### config.mk
export PLATFORM = sky130hd
export DESIGN_NAME = mem_port_arbiter_flat
export DESIGN_NICKNAME = d
export VERILOG_FILES = /design/src/rtl/mem_port_arbiter_if.sv /design/src/rtl/mem_port_arbiter.sv /design/src/flat_wrapper.sv
export SDC_FILE = /design/constraint.sdc
export NUM_CORES = 1
export LEC_CHECK = 0
export ABC_AREA = 1
export CORE_MARGIN = 4
export CORE_UTILIZATION = 42
export DETAILED_ROUTE_END_ITERATION = 10
export HOLD_SLACK_MARGIN = 0.1
export PLACE_DENSITY = 0.8
export REMOVE_ABC_BUFFERS = 1
export SYNTH_ARGS = -nofsm -noshare
export SYNTH_HDL_FRONTEND = slang
export SYNTH_SLANG_ARGS = --single-unit
export TNS_END_PERCENT = 50
### constraint.sdc
create_clock -name clk -period 6.5 [get_ports clk]
set_clock_uncertainty 0.2 [all_clocks]
set_input_delay 1.625 -clock clk [delete_from_list [all_inputs] [get_ports clk]]
set_output_delay 1.625 -clock clk [all_outputs]
set_load 0.02 [all_outputs]
### src/rtl/mem_port_arbiter_if.sv
// mem_port_arbiter_if: fetch, data and memory-side signals of the shared memory port.
// slave  = the arbiter side, master = pipeline + memory side.
interface mem_port_arbiter_if;
  logic        if_req;
  logic [31:0] if_addr;
  logic        if_ready;
  logic [31:0] if_data;
  logic        d_req;
  logic        d_we;
  logic [31:0] d_addr;
  logic [31:0] d_wdata;
  logic        d_ready;
  logic [31:0] d_rdata;
  logic        mem_en;
  logic        mem_we;
  logic [31:0] mem_addr;
  logic [31:0] mem_wdata;
  logic [31:0] mem_rdata;
  logic        stall;

  modport slave (
    input  if_req, if_addr, d_req, d_we, d_addr, d_wdata, mem_rdata,
    output if_ready, if_data, d_ready, d_rdata, mem_en, mem_we, mem_addr, mem_wdata, stall
  );

  modport master (
    output if_req, if_addr, d_req, d_we, d_addr, d_wdata, mem_rdata,
    input  if_ready, if_data, d_ready, d_rdata, mem_en, mem_we, mem_addr, mem_wdata, stall
  );
endinterface

### src/rtl/mem_port_arbiter.sv
// mem_port_arbiter: shares one single-port synchronous memory between instruction fetch
// and the load/store path. Data wins unless fetch has been passed over STARVE_LIMIT times.
// Optional feature macro: ARB_PERF_EN adds stall-cycle and forced-fetch counters.
module mem_port_arbiter #(
  parameter int MEM_LATENCY  = 2,
  parameter int STARVE_LIMIT = 4
) (
  input  logic              clk,
  input  logic              rst,
  mem_port_arbiter_if.slave bus
`ifdef ARB_PERF_EN
  ,
  output logic [31:0]       perf_stall_cycles,
  output logic [15:0]       perf_starve_forces
`endif
);
  localparam int CNT_W = $clog2(MEM_LATENCY + 1);
  localparam int STV_W = $clog2(STARVE_LIMIT + 1);
  localparam logic [CNT_W-1:0] CNT_LOAD = CNT_W'(MEM_LATENCY);
  localparam logic [CNT_W-1:0] CNT_ONE  = CNT_W'(1);
  localparam logic [STV_W-1:0] STV_MAX  = STV_W'(STARVE_LIMIT);
  localparam logic [STV_W-1:0] STV_ONE  = STV_W'(1);

  typedef enum logic [1:0] {IDLE, BUSY_I, BUSY_D} state_t;

  state_t           state_reg, state_next;
  logic [CNT_W-1:0] cnt_reg, cnt_next;
  logic [STV_W-1:0] starve_reg, starve_next;
  logic             mem_en_reg, mem_en_next;
  logic             mem_we_reg, mem_we_next;
  logic [31:0]      mem_addr_reg, mem_addr_next;
  logic [31:0]      mem_wdata_reg, mem_wdata_next;
  logic             if_ready_reg, if_ready_next;
  logic             d_ready_reg, d_ready_next;
  logic [31:0]      if_data_reg, if_data_next;
  logic [31:0]      d_rdata_reg, d_rdata_next;
  logic             force_grant;
  logic             if_elig, d_elig, stall_w;

  // A request whose ready pulse is showing this cycle has just been served.
  assign if_elig = bus.if_req & ~if_ready_reg;
  assign d_elig  = bus.d_req & ~d_ready_reg;
  assign stall_w = (bus.if_req & ~if_ready_reg) | (bus.d_req & ~d_ready_reg);

  assign bus.stall     = stall_w;
  assign bus.mem_en    = mem_en_reg;
  assign bus.mem_we    = mem_we_reg;
  assign bus.mem_addr  = mem_addr_reg;
  assign bus.mem_wdata = mem_wdata_reg;
  assign bus.if_ready  = if_ready_reg;
  assign bus.d_ready   = d_ready_reg;
  assign bus.if_data   = if_data_reg;
  assign bus.d_rdata   = d_rdata_reg;

  // State and registered outputs; reset discards any in-flight access.
  always_ff @(posedge clk or posedge rst) begin
    if (rst) begin
      state_reg     <= IDLE;
      cnt_reg       <= '0;
      starve_reg    <= '0;
      mem_en_reg    <= 1'b0;
      mem_we_reg    <= 1'b0;
      mem_addr_reg  <= '0;
      mem_wdata_reg <= '0;
      if_ready_reg  <= 1'b0;
      d_ready_reg   <= 1'b0;
      if_data_reg   <= '0;
      d_rdata_reg   <= '0;
    end else begin
      state_reg     <= state_next;
      cnt_reg       <= cnt_next;
      starve_reg    <= starve_next;
      mem_en_reg    <= mem_en_next;
      mem_we_reg    <= mem_we_next;
      mem_addr_reg  <= mem_addr_next;
      mem_wdata_reg <= mem_wdata_next;
      if_ready_reg  <= if_ready_next;
      d_ready_reg   <= d_ready_next;
      if_data_reg   <= if_data_next;
      d_rdata_reg   <= d_rdata_next;
    end
  end

  // Grant decision in IDLE, latency countdown and read-data capture in BUSY.
  always_comb begin
    state_next     = state_reg;
    cnt_next       = cnt_reg;
    starve_next    = starve_reg;
    mem_en_next    = 1'b0;
    mem_we_next    = mem_we_reg;
    mem_addr_next  = mem_addr_reg;
    mem_wdata_next = mem_wdata_reg;
    if_ready_next  = 1'b0;
    d_ready_next   = 1'b0;
    if_data_next   = if_data_reg;
    d_rdata_next   = d_rdata_reg;
    force_grant    = 1'b0;
    case (state_reg)
      IDLE: begin
        if (d_elig && !((starve_reg == STV_MAX) && if_elig)) begin
          state_next     = BUSY_D;
          cnt_next       = CNT_LOAD;
          mem_en_next    = 1'b1;
          mem_we_next    = bus.d_we;
          mem_addr_next  = bus.d_addr;
          mem_wdata_next = bus.d_wdata;
          if (if_elig) begin
            starve_next = (starve_reg == STV_MAX) ? starve_reg : starve_reg + STV_ONE;
          end else begin
            starve_next = '0;
          end
        end else if (if_elig) begin
          state_next    = BUSY_I;
          cnt_next      = CNT_LOAD;
          mem_en_next   = 1'b1;
          mem_we_next   = 1'b0;
          mem_addr_next = bus.if_addr;
          starve_next   = '0;
          force_grant   = d_elig;
        end
      end
      BUSY_I, BUSY_D: begin
        if (cnt_reg == CNT_ONE) begin
          state_next = IDLE;
          cnt_next   = '0;
          if (state_reg == BUSY_I) begin
            if_ready_next = 1'b1;
            if_data_next  = bus.mem_rdata;
          end else begin
            d_ready_next = 1'b1;
            if (!mem_we_reg) begin
              d_rdata_next = bus.mem_rdata;
            end
          end
        end else begin
          cnt_next = cnt_reg - CNT_ONE;
        end
      end
      default: begin
        state_next = IDLE;
      end
    endcase
  end

`ifdef ARB_PERF_EN
  logic [31:0] stall_cnt_reg;
  logic [15:0] force_cnt_reg;

  // Saturating counters of stalled cycles and of fetches forced past waiting data.
  always_ff @(posedge clk or posedge rst) begin
    if (rst) begin
      stall_cnt_reg <= '0;
      force_cnt_reg <= '0;
    end else begin
      if (stall_w && (stall_cnt_reg != 32'hFFFF_FFFF)) begin
        stall_cnt_reg <= stall_cnt_reg + 32'd1;
      end
      if (force_grant && (force_cnt_reg != 16'hFFFF)) begin
        force_cnt_reg <= force_cnt_reg + 16'd1;
      end
    end
  end

  assign perf_stall_cycles  = stall_cnt_reg;
  assign perf_starve_forces = force_cnt_reg;
`endif
endmodule
### src/flat_wrapper.sv
// flat-port wrapper written by rule: the top's interface ports become plain ports
module mem_port_arbiter_flat 
#(
  parameter int MEM_LATENCY  = 2,
  parameter int STARVE_LIMIT = 4
)
  (clk, rst, bus_if_req, bus_if_addr, bus_d_req, bus_d_we, bus_d_addr, bus_d_wdata, bus_mem_rdata, bus_if_ready, bus_if_data, bus_d_ready, bus_d_rdata, bus_mem_en, bus_mem_we, bus_mem_addr, bus_mem_wdata, bus_stall);
  mem_port_arbiter_if bus_i ();
  input  logic clk;
  input  logic rst;
  input wire logic [$bits(bus_i.if_req)-1:0] bus_if_req;
  input wire logic [$bits(bus_i.if_addr)-1:0] bus_if_addr;
  input wire logic [$bits(bus_i.d_req)-1:0] bus_d_req;
  input wire logic [$bits(bus_i.d_we)-1:0] bus_d_we;
  input wire logic [$bits(bus_i.d_addr)-1:0] bus_d_addr;
  input wire logic [$bits(bus_i.d_wdata)-1:0] bus_d_wdata;
  input wire logic [$bits(bus_i.mem_rdata)-1:0] bus_mem_rdata;
  output wire logic [$bits(bus_i.if_ready)-1:0] bus_if_ready;
  output wire logic [$bits(bus_i.if_data)-1:0] bus_if_data;
  output wire logic [$bits(bus_i.d_ready)-1:0] bus_d_ready;
  output wire logic [$bits(bus_i.d_rdata)-1:0] bus_d_rdata;
  output wire logic [$bits(bus_i.mem_en)-1:0] bus_mem_en;
  output wire logic [$bits(bus_i.mem_we)-1:0] bus_mem_we;
  output wire logic [$bits(bus_i.mem_addr)-1:0] bus_mem_addr;
  output wire logic [$bits(bus_i.mem_wdata)-1:0] bus_mem_wdata;
  output wire logic [$bits(bus_i.stall)-1:0] bus_stall;
  assign bus_i.if_req = bus_if_req;
  assign bus_i.if_addr = bus_if_addr;
  assign bus_i.d_req = bus_d_req;
  assign bus_i.d_we = bus_d_we;
  assign bus_i.d_addr = bus_d_addr;
  assign bus_i.d_wdata = bus_d_wdata;
  assign bus_i.mem_rdata = bus_mem_rdata;
  assign bus_if_ready = bus_i.if_ready;
  assign bus_if_data = bus_i.if_data;
  assign bus_d_ready = bus_i.d_ready;
  assign bus_d_rdata = bus_i.d_rdata;
  assign bus_mem_en = bus_i.mem_en;
  assign bus_mem_we = bus_i.mem_we;
  assign bus_mem_addr = bus_i.mem_addr;
  assign bus_mem_wdata = bus_i.mem_wdata;
  assign bus_stall = bus_i.stall;
  mem_port_arbiter #(.MEM_LATENCY(MEM_LATENCY), .STARVE_LIMIT(STARVE_LIMIT)) u_core (.clk(clk), .rst(rst), .bus(bus_i));
endmodule
==> out/summary.json <==
{
  "core-area_um2": 14040,
  "drt.antenna.violating_nets": 0,
  "post_cts_resize_count": 0,
  "synthToLayoutAreaGrowth_pct": 52.90,
  "synth.ff_latch_count": 139,
  "drtIter0Drc": 296,
  "crit_path_cell_trace": "clkdlybuf4s50_1, nand2_2, nand2_1, clkdlybuf4s50_1",
  "p_per_area_nw_per_um2": 489.9,
  "slew_hr_pct": 26.66,
  "floorplan.initialDensity_pct": 43.51,
  "cts_num_sinks": 139,
  "antenna_cells_inserted": 0,
  "placement.cell_area_um2": 8782,
  "number_of_enable_flip_flop_cells_after_synthesis": 0,
  "max-vdd-ir-drop_uv": 259.8,
  "fin_tns_setup_ns": 0,
  "vias_in_the_first_global_route": 5326,
  "netlist_instances": 720,
  "yosysUniqueCellTypes": 23,
  "nets": 1110,
  "timing.critical_path.to_type": "primary output",
  "layout_min_cycle_time_ns": 4.830,
  "routability_congestion_estimate": 0.8014,
  "drc_errors": 0,
  "h-tree-depth": 4,
  "clock_latency_ns": 0.41,
  "run_status": "finished clean",
  "yosys.cell_count.top_type": "sky130_fd_sc_hd__nand2_1",
  "crit_path_frequent_cell": "sky130_fd_sc_hd__clkdlybuf4s50_1",
  "route.final.wire_length_um": 16330,
  "worstMarginPinSlew_ns": 1.100,
  "power.leakage_nw": 4.731,
  "core.rowCount": 43,
  "via_count": 5376,
  "port-buffer-count": 265,
  "slew_violations": 0,
  "finalInstanceArea_um2": 9341,
  "die_x_um": 128.6,
  "async_flop_share_pct": 100.0,
  "cts_tree": "built",
  "grt-ovfl-total": 0,
  "post_synthesis_cell_area_um2": 6110,
  "worst_path_dominant_cell_family": "buffers and inverters",
  "synth_top_area_share_pct": 56.93,
  "setup-violations-final": 0,
  "drt-pass1-iter-count": 4,
  "cts-root-to-sink-buffers": 2,
  "place_worst_setup_slack_ns": 1.671,
  "worstSetupStartpointType": "input port",
  "cpPeakStageDelay_ns": 0.61,
  "cp_data_arrival_time_ns": 3.01,
  "grt_antenna_before_repair": 0,
  "cts-buffers-inserted": 17,
  "postSynthAreaPerCell_um2": 8.486,
  "cts_setup_buffers": 0,
  "cts_root_buffer": "sky130_fd_sc_hd__clkbuf_16",
  "peak_clock_frequency_supported_by_timing_ghz": 0.2070,
  "synth.area.top_cells": "sky130_fd_sc_hd__dfrtp_1 (57%), sky130_fd_sc_hd__nand2_1 (13%), sky130_fd_sc_hd__inv_1 (8.6%), sky130_fd_sc_hd__nand3_1 (5.6%), sky130_fd_sc_hd__o21ai_0 (4.4%)",
  "critical_path_start_end_classification": "in -> out",
  "clkTransAtPathRegs_ns": 0.05,
  "ioPinCount": 266,
  "vias_per_cell": 4.619,
  "dieHeight_um": 128.6,
  "timing_hold_violations_final": 0,
  "dieArea_um2": 16540,
  "max_cap_violations": 0,
  "worst_ep_required_time_ns": 4.68,
  "cp_slowest_cell": "sky130_fd_sc_hd__clkdlybuf4s50_1",
  "grt_setup_unrepaired": "no",
  "yosysWarningCount": 0,
  "total_routing_resource_utilization_after_global_routing_pct": 19.93,
  "grt_pass1_wl_um": 26190,
  "dominantRegCellSynth": "sky130_fd_sc_hd__dfrtp_1",
  "final_critical_path_setup_slack_ns": 1.670,
  "crit_buf_inv": 2,
  "total_power_mw": 4.577,
  "pin_count_of_the_biggest_net_entering_global_routing": 103,
  "holdBufCountCts": 0,
  "detailed_place_hpwl_um": 11660,
  "synth-seq-area-share_pct": 56.93,
  "min_path_type": "reg -> reg",
  "period_utilization_post_route_pct": 74.31,
  "path_max_fanout": 5,
  "drive_gt1_share_pct": 5.894,
  "cell_types_with_the_highest_counts_after_synthesis": "sky130_fd_sc_hd__nand2_1 (210), sky130_fd_sc_hd__inv_1 (140), sky130_fd_sc_hd__dfrtp_1 (139), sky130_fd_sc_hd__nand3_1 (68), sky130_fd_sc_hd__o21ai_0 (54)",
  "routed_wire_length_per_instance_um": 14.03,
  "synth_largest_area_cell": "sky130_fd_sc_hd__dfrtp_1"
}
path summary, 6_finish.rpt:
check / start / slack, ns / end / cells after the start
max reg2reg: u_core.starve_reg[0] / 3.41 / u_core.bus.mem_wdata[24] / 7
max in group asynchronous: rst / 3.47 / u_core.bus.mem_addr[4] / 3
min in group asynchronous: rst / 1.60 / u_core.bus.mem_wdata[14] / 2
min reg2reg: u_core.bus.mem_addr[4] / 0.28 / u_core.bus.mem_addr[4] / 2
max: bus_if_req / 1.67 / bus_stall / 4
min: u_core.bus.mem_addr[4] / 0.28 / u_core.bus.mem_addr[4] / 2
layout by cell type (no fill, tap or decap), types with 2 or more instances in the layout:
cell type                         instances
sky130_fd_sc_hd__inv_2                    4
sky130_fd_sc_hd__inv_1                  139
sky130_fd_sc_hd__buf_4                    2
sky130_fd_sc_hd__dfrtp_1                139
sky130_fd_sc_hd__nand2_1                209
sky130_fd_sc_hd__clkinv_2                 2
sky130_fd_sc_hd__nand2_2                  7
sky130_fd_sc_hd__nand3_1                 68
sky130_fd_sc_hd__ha_1                     6
sky130_fd_sc_hd__o21ai_0                 54
sky130_fd_sc_hd__clkbuf_1                 2
sky130_fd_sc_hd__clkinvlp_4               5
sky130_fd_sc_hd__clkbuf_16               17
sky130_fd_sc_hd__o21ai_2                  9
sky130_fd_sc_hd__clkdlybuf4s50_1        265
sky130_fd_sc_hd__inv_6                    5
sky130_fd_sc_hd__nor2_1                   5
sky130_fd_sc_hd__o21ai_1                 37
logic make-up after synthesis:
logic type | after synthesis | share of synthesized area [%]
adder cells (fa/ha/maj) | 6 | 1.229
XOR/XNOR | 1 | 0.1434
AO/OA/AOI/OAI | 101 | 9.011
AND/OR/NAND/NOR | 294 | 20.11
buffers and inverters | 179 | 12.57
flip-flops | 139 | 56.93
per-stage QoR:
step	hold WS (ns)	utilization (%)	instances
6_report	0.2752	66.52	1164
5_1_grt	0.2888	66.52	1164
4_1_cts	0.2796	66.52	1164
3_5_place_dp	0.2638	62.54	1132
3_3_place_gp	0.2604	62.54	1132
2_1_floorplan	0.2530	-	685
where the power goes:
| part | switching (mW) | total (mW) | internal, mW |
|---|---|---|---|
| clock | 0.371 | 0.910 | 0.539 |
| combinational | 1.17 | 2.15 | 0.982 |
| sequential | 0.231 | 1.52 | 1.29 |
routing by layer:
layer	global-route usage [%]	part of all wire, %	up-vias	wire, um
met5	0	0	-	0
met4	7.597	2.8	0	463
met3	7.098	8.8	30	1429
met2	32.09	47	195	7732
met1	24.76	41	2459	6705
li1	-	-	2692	-
final cells by class:
type                            instances  area (um2)
Fill cell                            1161        4701
Sequential cell                       139        3478
Timing Repair Buffer                  267        2668
Multi-Input combinational cell        402        1866
Inverter                              144       545.5
Clock buffer                           20       446.7
Tap cell                              180       225.2
Clock inverter                         12       112.6
worst register-to-register path, stage by stage (launching register included):
cell,delay (ns)
sky130_fd_sc_hd__dfrtp_1,0.40
sky130_fd_sc_hd__inv_1,0.06
sky130_fd_sc_hd__ha_1,0.19
sky130_fd_sc_hd__nand2_1,0.05
sky130_fd_sc_hd__inv_1,0.04
sky130_fd_sc_hd__nand2_2,0.49
sky130_fd_sc_hd__nand3_2,0.98
sky130_fd_sc_hd__o21ai_0,0.55
No activity file was read; power rests on OpenSTA's default activity.
